--- src/rtl/instr_fetch_unit.sv ---
// ----------------------------------------------------------------------------
// instr_fetch_unit
//
// Fetch front end that consumes the program counter. Whenever buffer space
// allows, it samples `pc` as the next fetch address. Otherwise it raises
// `pc_hold` so the PC keeps its value. For each sampled address it runs one
// request/acknowledge transaction to instruction memory. Returned bytes,
// tagged with their address, go into a small prefetch FIFO. The decoder
// drains that FIFO through a valid/ready handshake. A `flush` (taken jump)
// discards the buffered entries and any in-flight fetch.
//
// Ports:
//   clk          rising-edge clock
//   rst_n        asynchronous active-low reset
//   pc           current PC from the program counter
//   pc_hold      1 = address not captured this cycle, PC must hold
//   flush        discard FIFO contents and the in-flight fetch
//   imem_req     memory request, held until acknowledged
//   imem_addr    request address, stable while imem_req = 1
//   imem_ack     memory returns data this cycle
//   imem_rdata   instruction byte, valid with imem_ack
//   instr_valid  FIFO head valid
//   instr        FIFO head instruction
//   instr_pc     address of the FIFO head
//   instr_ready  decoder accepts the head when instr_valid = 1
// ----------------------------------------------------------------------------
module instr_fetch_unit #(
    parameter int ADDR_W = 8,
    parameter int DATA_W = 8,
    parameter int DEPTH  = 2
) (
    input  logic              clk,
    input  logic              rst_n,
    input  logic [ADDR_W-1:0] pc,
    output logic              pc_hold,
    input  logic              flush,
    output logic              imem_req,
    output logic [ADDR_W-1:0] imem_addr,
    input  logic              imem_ack,
    input  logic [DATA_W-1:0] imem_rdata,
    output logic              instr_valid,
    output logic [DATA_W-1:0] instr,
    output logic [ADDR_W-1:0] instr_pc,
    input  logic              instr_ready
);

    localparam int PTR_W = (DEPTH > 1) ? $clog2(DEPTH) : 1;
    // Two extra bits so both count (0..DEPTH) and count+1 fit without wrapping.
    localparam int CNT_W = PTR_W + 2;
    localparam int ENT_W = ADDR_W + DATA_W;

    localparam logic [CNT_W-1:0] DEPTH_C = CNT_W'(DEPTH);
    localparam logic [CNT_W-1:0] ONE_C   = CNT_W'(1);
    localparam logic [PTR_W-1:0] PTR_ONE = PTR_W'(1);

    typedef enum logic [1:0] {
        ST_IDLE = 2'd0,
        ST_REQ  = 2'd1,
        ST_DROP = 2'd2
    } state_t;

    state_t              state_r;
    state_t              state_n;
    logic [ADDR_W-1:0]   addr_r;
    logic [ENT_W-1:0]    mem_r [DEPTH];
    logic [PTR_W-1:0]    rd_ptr_r;
    logic [PTR_W-1:0]    wr_ptr_r;
    logic [PTR_W-1:0]    rd_ptr_n;
    logic [PTR_W-1:0]    wr_ptr_n;
    logic [CNT_W-1:0]    count_r;
    logic [CNT_W-1:0]    count_n;
    logic [CNT_W-1:0]    cnt_pop_s;
    logic                pop_s;
    logic                push_s;
    logic                capture_s;
    logic                req_s;
    logic [ENT_W-1:0]    push_entry_s;
    logic [ENT_W-1:0]    head_n;
    logic                instr_valid_r;
    logic [DATA_W-1:0]   instr_r;
    logic [ADDR_W-1:0]   instr_pc_r;

    // Handshake qualifiers. A flush overrides any pop or push in the same cycle.
    assign pop_s        = instr_valid_r & instr_ready & ~flush;
    assign push_s       = (state_r == ST_REQ) & imem_ack & ~flush;
    assign cnt_pop_s    = count_r - CNT_W'(pop_s);
    assign push_entry_s = {addr_r, imem_rdata};

    // FSM state register.
    always_ff @(posedge clk or negedge rst_n) begin
        if (!rst_n) begin
            state_r <= ST_IDLE;
        end else begin
            state_r <= state_n;
        end
    end

    // FSM next state. A request is never withdrawn: a flush while waiting
    // parks in DROP until the memory acknowledges.
    always_comb begin
        state_n = state_r;
        case (state_r)
            ST_IDLE: begin
                if (capture_s) begin
                    state_n = ST_REQ;
                end else begin
                    state_n = ST_IDLE;
                end
            end
            ST_REQ: begin
                if (imem_ack) begin
                    if (capture_s) begin
                        state_n = ST_REQ;
                    end else begin
                        state_n = ST_IDLE;
                    end
                end else if (flush) begin
                    state_n = ST_DROP;
                end else begin
                    state_n = ST_REQ;
                end
            end
            ST_DROP: begin
                if (imem_ack) begin
                    state_n = ST_IDLE;
                end else begin
                    state_n = ST_DROP;
                end
            end
            default: begin
                state_n = ST_IDLE;
            end
        endcase
    end

    // FSM outputs. Capture needs a free slot for the fetch it launches. In REQ
    // the slot must remain after this cycle's push, which allows back-to-back
    // fetches while the decoder drains.
    always_comb begin
        capture_s = 1'b0;
        req_s     = 1'b0;
        if (!rst_n) begin
            capture_s = 1'b0;
            req_s     = 1'b0;
        end else begin
            case (state_r)
                ST_IDLE: begin
                    req_s = 1'b0;
                    if (!flush && (cnt_pop_s < DEPTH_C)) begin
                        capture_s = 1'b1;
                    end else begin
                        capture_s = 1'b0;
                    end
                end
                ST_REQ: begin
                    req_s = 1'b1;
                    if (imem_ack && !flush && ((cnt_pop_s + ONE_C) < DEPTH_C)) begin
                        capture_s = 1'b1;
                    end else begin
                        capture_s = 1'b0;
                    end
                end
                ST_DROP: begin
                    req_s     = 1'b1;
                    capture_s = 1'b0;
                end
                default: begin
                    req_s     = 1'b0;
                    capture_s = 1'b0;
                end
            endcase
        end
    end

    // Fetch address register. It changes only when a new PC is captured.
    always_ff @(posedge clk or negedge rst_n) begin
        if (!rst_n) begin
            addr_r <= {ADDR_W{1'b0}};
        end else if (capture_s) begin
            addr_r <= pc;
        end else begin
            addr_r <= addr_r;
        end
    end

    // FIFO pointer and occupancy update. Pointers wrap naturally because
    // DEPTH is a power of two.
    always_comb begin
        rd_ptr_n = rd_ptr_r;
        wr_ptr_n = wr_ptr_r;
        count_n  = count_r;
        if (flush) begin
            rd_ptr_n = {PTR_W{1'b0}};
            wr_ptr_n = {PTR_W{1'b0}};
            count_n  = {CNT_W{1'b0}};
        end else begin
            if (pop_s) begin
                rd_ptr_n = rd_ptr_r + PTR_ONE;
            end else begin
                rd_ptr_n = rd_ptr_r;
            end
            if (push_s) begin
                wr_ptr_n = wr_ptr_r + PTR_ONE;
            end else begin
                wr_ptr_n = wr_ptr_r;
            end
            count_n = cnt_pop_s + CNT_W'(push_s);
        end
    end

    // Next head entry. If the new head is the slot being written this cycle,
    // forward the incoming data so an empty FIFO shows it one cycle after the ack.
    always_comb begin
        head_n = mem_r[rd_ptr_n];
        if (push_s && (rd_ptr_n == wr_ptr_r)) begin
            head_n = push_entry_s;
        end else begin
            head_n = mem_r[rd_ptr_n];
        end
    end

    // FIFO pointers and occupancy registers.
    always_ff @(posedge clk or negedge rst_n) begin
        if (!rst_n) begin
            rd_ptr_r <= {PTR_W{1'b0}};
            wr_ptr_r <= {PTR_W{1'b0}};
            count_r  <= {CNT_W{1'b0}};
        end else begin
            rd_ptr_r <= rd_ptr_n;
            wr_ptr_r <= wr_ptr_n;
            count_r  <= count_n;
        end
    end

    // FIFO storage.
    always_ff @(posedge clk or negedge rst_n) begin
        if (!rst_n) begin
            for (int i = 0; i < DEPTH; i++) begin
                mem_r[i] <= {ENT_W{1'b0}};
            end
        end else if (push_s) begin
            mem_r[wr_ptr_r] <= push_entry_s;
        end
    end

    // Registered FIFO head presented to the decoder.
    always_ff @(posedge clk or negedge rst_n) begin
        if (!rst_n) begin
            instr_valid_r <= 1'b0;
            instr_r       <= {DATA_W{1'b0}};
            instr_pc_r    <= {ADDR_W{1'b0}};
        end else begin
            instr_valid_r           <= (count_n != {CNT_W{1'b0}});
            {instr_pc_r, instr_r}   <= head_n;
        end
    end

    assign pc_hold     = ~capture_s;
    assign imem_req    = req_s;
    assign imem_addr   = addr_r;
    assign instr_valid = instr_valid_r;
    assign instr       = instr_r;
    assign instr_pc    = instr_pc_r;

endmodule

--- config.mk ---
export PLATFORM = sky130hd
export DESIGN_NAME = instr_fetch_unit
export DESIGN_NICKNAME = d
export VERILOG_FILES = /design/src/rtl/instr_fetch_unit.sv
export SDC_FILE = /design/constraint.sdc
export NUM_CORES = 1
export LEC_CHECK = 0
export BUFFER_PORTS_ARGS = -buffer_cell sky130_fd_sc_hd__buf_2
export CAP_MARGIN = 15
export CORE_MARGIN = 1
export CORE_UTILIZATION = 45
export CTS_CLUSTER_DIAMETER = 40
export CTS_CLUSTER_SIZE = 30
export DETAILED_ROUTE_END_ITERATION = 7
export GPL_ROUTABILITY_DRIVEN = 0
export HOLD_SLACK_MARGIN = 0.03
export PLACE_DENSITY = 0.68
export SYNTH_ARGS = -nofsm -noshare
export SYNTH_HDL_FRONTEND = slang
export SYNTH_SLANG_ARGS = --single-unit
--- constraint.sdc ---
create_clock -name clk -period 2.3 [get_ports clk]
set_input_delay 0.345 -clock clk [delete_from_list [all_inputs] [get_ports clk]]
set_output_delay 0.345 -clock clk [all_outputs]
set_load 0.01 [all_outputs]
Yosys cells after proc, flatten, opt, wreduce, memory -nomap -nowiden
Cells that the tools add are included.
{"block": "totals", "ff_bits": 64, "out_inout_bits": 27, "word_cells": 64, "in_bits": 21}
{"block": "classes", "bitwise_logic": 8, "n_mux": 23, "n_lt_le_gt_ge": 5, "reduce_logical": 10, "addsub": 5, "n_eq_ne": 3}
{"cell": "$mux 16", "count": 5}
{"cell": "$bwmux 32", "count": 1}
{"cell": "$demux 16 s1", "count": 1}
{"cell": "$mux 1", "count": 10}
{"cell": "$lt 3x2->1 const B", "count": 2}
{"cell": "$mux 2", "count": 3}
{"cell": "$pmux 2 s3", "count": 1}
{"cell": "$logic_and 1x1->1", "count": 5}
{"cell": "$and 1x1->1", "count": 4}
{"cell": "$ge 2x2->1 const B", "count": 2}
{"cell": "$not 1->2", "count": 2}
{"cell": "$add 3x1->3", "count": 1}
{"cell": "$add 3x1->3 const B", "count": 1}
{"cell": "$mux 3", "count": 1}
{"cell": "$reduce_bool 3->1", "count": 1}
{"cell": "$sub 3x1->3", "count": 1}
{"cell": "$add 1x1->1 const B", "count": 2}
{"cell": "$eq 2x1->1 const B", "count": 1}
{"cell": "$eq 2x2->1 const B", "count": 1}
{"cell": "$logic_not 2->1", "count": 1}
{"cell": "$lt 2x1->1 const B", "count": 1}
{"cell": "$not 1->1", "count": 2}
{"cell": "$pmux 1 s2", "count": 1}
{"cell": "$reduce_bool 2->1", "count": 1}
{"cell": "3 further kinds", "count": 3}

Longest topological paths before layout
{"block": "logic_depth", "word_depth": 12, "mapped_depth": 10}

Worst setup path after synthesis
No wires, ideal clock.
{"block": "synth_timing", "path_type": "flip-flop to flip-flop", "from": "reg instr_valid_r (netlist: instr_valid)", "to": "reg addr_r[0] (netlist: imem_addr[0])", "required_time_ns": 2.175, "synth_period_minus_slack_ns": 2.463, "path_stages_with_launch": 10, "setup_ns": 0.125, "setup_slack_ns": -0.163, "t_arrival_ns": 2.338, "n_path_buf": 0, "cell_sequence": "dfrtp_1 -> and3_1 -> ha_1 -> ha_1 -> inv_1 -> ha_1 -> xor3_2 -> nor4b_4 -> nor2_4 -> mux2_4"}
{"block": "synth_via", "elab_chain_len": 9, "word_cells_on_any_way": 12, "cone_classes": "add/sub: 2; order compare: 2; mux: 4; bitwise: 2; reduce/logical: 2"}
{"element": "start, declared", "line": "79", "text": "logic instr_valid_r;"}
{"element": "start signal, assigned", "line": "253", "text": "instr_valid_r <= (count_n != {CNT_W{1'b0}});"}
{"element": "$and 1x1->1 * (2 in series)", "line": "84", "text": "assign pop_s = instr_valid_r & instr_ready & ~flush;"}
{"element": "$sub 3x1->3 *", "line": "86", "text": "assign cnt_pop_s = count_r - CNT_W'(pop_s);"}
{"element": "$add 3x1->3", "line": "157", "text": "if (imem_ack && !flush && ((cnt_pop_s + ONE_C) < DEPTH_C)) begin"}
{"element": "$lt 3x2->1", "line": "157"}
{"element": "$logic_and 1x1->1", "line": "157"}
{"element": "$mux 1", "line": "157"}
{"element": "$pmux 1 s2 *", "line": "146", "text": "case (state_r)"}
{"element": "$mux 1 *", "line": "142", "text": "if (!rst_n) begin"}
{"element": "end signal, assigned", "line": "178", "text": "addr_r <= {ADDR_W{1'b0}};"}
{"element": "end signal, assigned", "line": "180", "text": "addr_r <= pc;"}
{"element": "end signal, assigned", "line": "182", "text": "addr_r <= addr_r;"}
{"element": "end, declared", "line": "64", "text": "logic [ADDR_W-1:0] addr_r;"}
Mark *: on every way between the ends. The rest lies on a longest branch, timed or not.
A chain may end at the register's enable or synchronous reset.

Worst setup path in the final report
{"block": "layout_timing", "from": "reg instr_valid_r (netlist: instr_valid)", "to": "out pc_hold"}
{"block": "layout_via", "elab_chain_len": 10, "word_cells_on_any_way": 13, "cone_classes": "add/sub: 2; order compare: 2; mux: 4; bitwise: 3; reduce/logical: 2"}
{"element": "$and 1x1->1 * (2 in series)", "line": "84"}
{"element": "$sub 3x1->3 *", "line": "86"}
{"element": "$add 3x1->3", "line": "157"}
{"element": "$lt 3x2->1", "line": "157"}
{"element": "$logic_and 1x1->1", "line": "157"}
{"element": "$mux 1", "line": "157"}
{"element": "$pmux 1 s2 *", "line": "146"}
{"element": "$mux 1 *", "line": "142"}
{"element": "$not 1->1 *", "line": "258", "text": "assign pc_hold = ~capture_s;"}
{"element": "end, declared", "line": "35", "text": "output logic pc_hold,"}
Marks and branches as above.

==> results.cfg <==
[status]
status = finished with violations
failed_checks = negative setup slack

[synth]
synth-compound-area-share_pct = 18.2
ys_async_sr_fraction_pct = 100
ys_ff_latch = 64
synth_top_family_by_area = compound AO/OA/AOI/OAI gates
synthMuxAreaShare_pct = 15.4
netlist_instances = 265
synth-simple-area-share_pct = 7.15
seq_area_frac_synth_pct = 50.3
synth_fa_ha_area_share_pct = 3.54
ys.flop_type = dfrtp_1
ys_types = 42
synth_xor_area_share_pct = 1.61
synth_edf_count = 0
syn-num-nets = 295
synth.cell_area_mm2 = 0.00318
syn-mean-instance-area_um2 = 12.0
ys_warn_count = 0

[final_layout]
multi_input_area_mm2 = 0.00151
seq_area_mm2 = 0.00160
synthToLayoutAreaGrowth_pct = 24.0
stdcell_count = 438
fillCellCount = 602
layout_common_cells = 64 x dfrtp_1, 47 x buf_2, 32 x mux2_2, 28 x buf_4, 18 x nor2_1
layout_commonest_cell = dfrtp_1
antenna_cells = 0
drive_gt1_share_pct = 43.0
nNetsFinal = 367

[sta]
setup_slack_ns = -0.362
grt_setup_unrepaired = true
slew_violations = 0
fin_crit_sh_pct = 116
relSlewSlack_pct = 49.4
tightestPinTransition_ns = 0.759
setup_viol_count_final = 10
finalClockSkew_ns = 0.00638
finalHoldViolCount = 0
max_freq_mhz = 376
min_period_ns = 2.66

[clock_network]
tritoncts = yes
numCtsBuffers = 9
root_buffer = clkbuf_8
clock-sinks = 64
h-tree-depth = 3
clkLatencyLatePin_ns = 0.33
cts_buffer_depth = 2
clkTransAtPathRegs_ns = 0.07

[floorplan]
initial_core_util_pct = 46.6
die_h_um = 86.1
die_area_mm2 = 0.00742
fp.dieW_um = 86.1
row_count = 30
ios = 48
core_mm2 = 0.00683

[drt]
detail_route.wl_per_cell_um = 17.2
num_vias = 2528
drt-total-wl_mm = 7.54
drcViolationCount = 0
drt_pre_antenna_iters = 4
antenna_left = 0
vias_per_cell = 5.77
first_iter_violations = 229

[placed_design]
portBuffers = 47
dp.cells = 414
dp_slack_ns = -0.290
place_hpwl_mm = 4.77

[grt]
grt_overflow = 0
grt_pass1_vias = 2401
grt_pass1_wl_mm = 12.2
grt_usage_pct = 21.8
antenna_found_initial = 0
grt_max_degree = 61

[worst_setup_path]
start_kind = flop
worst_path_max_delay_cell = dfrtp_1
endpoint_kind = output pin
crit_required_ns = 1.96
cpPeakStageDelay_ns = 0.39
critPathMaxFanout = 2
cp_cell_sequence = and3_4 -> ha_4 -> ha_4 -> inv_4 -> ha_4 -> xor3_2 -> nor4b_4 -> nor2_4 -> buf_2
critPathMostFrequentCell = ha_4
critPathArrivalTime_ns = 2.32
path_class = reg2out

[power_and_ir_drop]
leakagePower_nw = 1.86
vdd_drop_max_uv = 620
pwr_density_cell_mw_per_mm2 = 1190

[hold_path]
hp-class = in2reg

[run]
maxCapViolations = 0
## area by class of cell
type                            instances  share of cell area (%)
Sequential cell                        64                    40.6
Clock inverter                          3                   0.444
Clock buffer                           13                    3.77
Timing Repair Buffer                   79                    13.0
Inverter                               10                    1.01
Multi-Input combinational cell        173                    38.1
Tap cell                               96                    3.04
## repair_timing
action,CTS,global route
gates cloned,1,0
hold buffers,1,0
pin swaps,2,0
endpoints found under the hold margin,4,0
buffers inserted,5,2
setup endpoints to repair,9,10
gates resized for setup,5,3
## kinds of logic (layout without fill, tap and decap cells)
group / Yosys count / after routing
adder cells (fa/ha/maj): 9 / 9
buffers and inverters: 28 / 105
XOR/XNOR: 4 / 4
AND/OR/NAND/NOR: 36 / 36
multiplexers: 41 / 41
AO/OA/AOI/OAI: 83 / 83
flip-flops: 64 / 64
## Yosys cell counts (all sizes together), types with 2 or more instances
cell / n / area (µm²)
mux2: 41 / 492
dfrtp: 64 / 1600
a21oi: 16 / 80.1
o21ai: 16 / 83.8
xnor2: 2 / 17.5
clkbuf: 6 / 22.5
and2: 2 / 12.5
o221ai: 15 / 131
o22ai: 15 / 93.8
nor2b: 2 / 12.5
ha: 9 / 113
nand2: 3 / 13.8
buf: 12 / 58.8
inv: 10 / 37.5
nor2: 20 / 85.1
o311ai: 15 / 131
## metrics by stage
stage | hold slack (ns) | utilization (%) | area, µm² | power (mW) | setup TNS, ns
final | 0.244 | 57.8 | 3950 | 4.69 | -3.34
after global routing | 0.225 | 57.8 | 3950 | 5.02 | -4.15
after CTS | 0.227 | 57.5 | 3930 | 4.70 | -3.42
after detailed placement | 0.195 | 53.7 | 3670 | 3.76 | -2.10
after global placement | 0.192 | 53.7 | 3670 | 3.70 | -1.38
after floorplan | 0.0494 | - | 3210 | 3.13 | -0.464
## metal layers
| layer | global-route usage (%) | up-vias | wire length (µm) |
|---|---|---|---|
| met5 | 0 | - | 0 |
| met4 | 10.3 | 0 | 132 |
| met3 | 3.66 | 15 | 431 |
| met2 | 32.3 | 108 | 3650 |
| met1 | 31.0 | 1255 | 3320 |
| li1 | - | 1150 | - |
## where the power goes
group	internal (mW)	switching, mW	leakage, nW
sequential	1.63	0.370	0.814
combinational	0.965	0.897	0.958
clock	0.418	0.409	0.0834
total	3.01	1.68	1.86
## worst max-delay path: cells and delay by family, from the launching register on
kind | cells | cell delay (ns)
flops | 1 | 0.39
simple gates | 3 | 0.62
buf+inv | 2 | 0.18
fa+ha+maj | 3 | 0.56
xor+xnor | 1 | 0.25
## registers in the layout, indices dropped and copies added, names as in the netlist
name / count
wr_ptr_r: 1
instr: 8
count_r: 3
imem_addr: 8
instr_pc: 8
state_r: 2
rd_ptr_r: 1
instr_valid: 1
mem_r: 32
## final timing paths
path                             start            to  slack, ns  cells past startpoint
setup reg to reg           instr_valid  imem_addr[7]      -0.35                     12
setup / recovery           instr_valid       pc_hold      -0.36                      9
hold reg to reg               mem_r[5]      mem_r[5]       0.48                      1
max in group asynchronous        rst_n     mem_r[24]       0.93                      3
min in group asynchronous        rst_n   instr_valid       0.38                      2
hold / removal                   pc[2]  imem_addr[2]       0.24                      2
No activity file was read; power rests on OpenSTA's default activity.
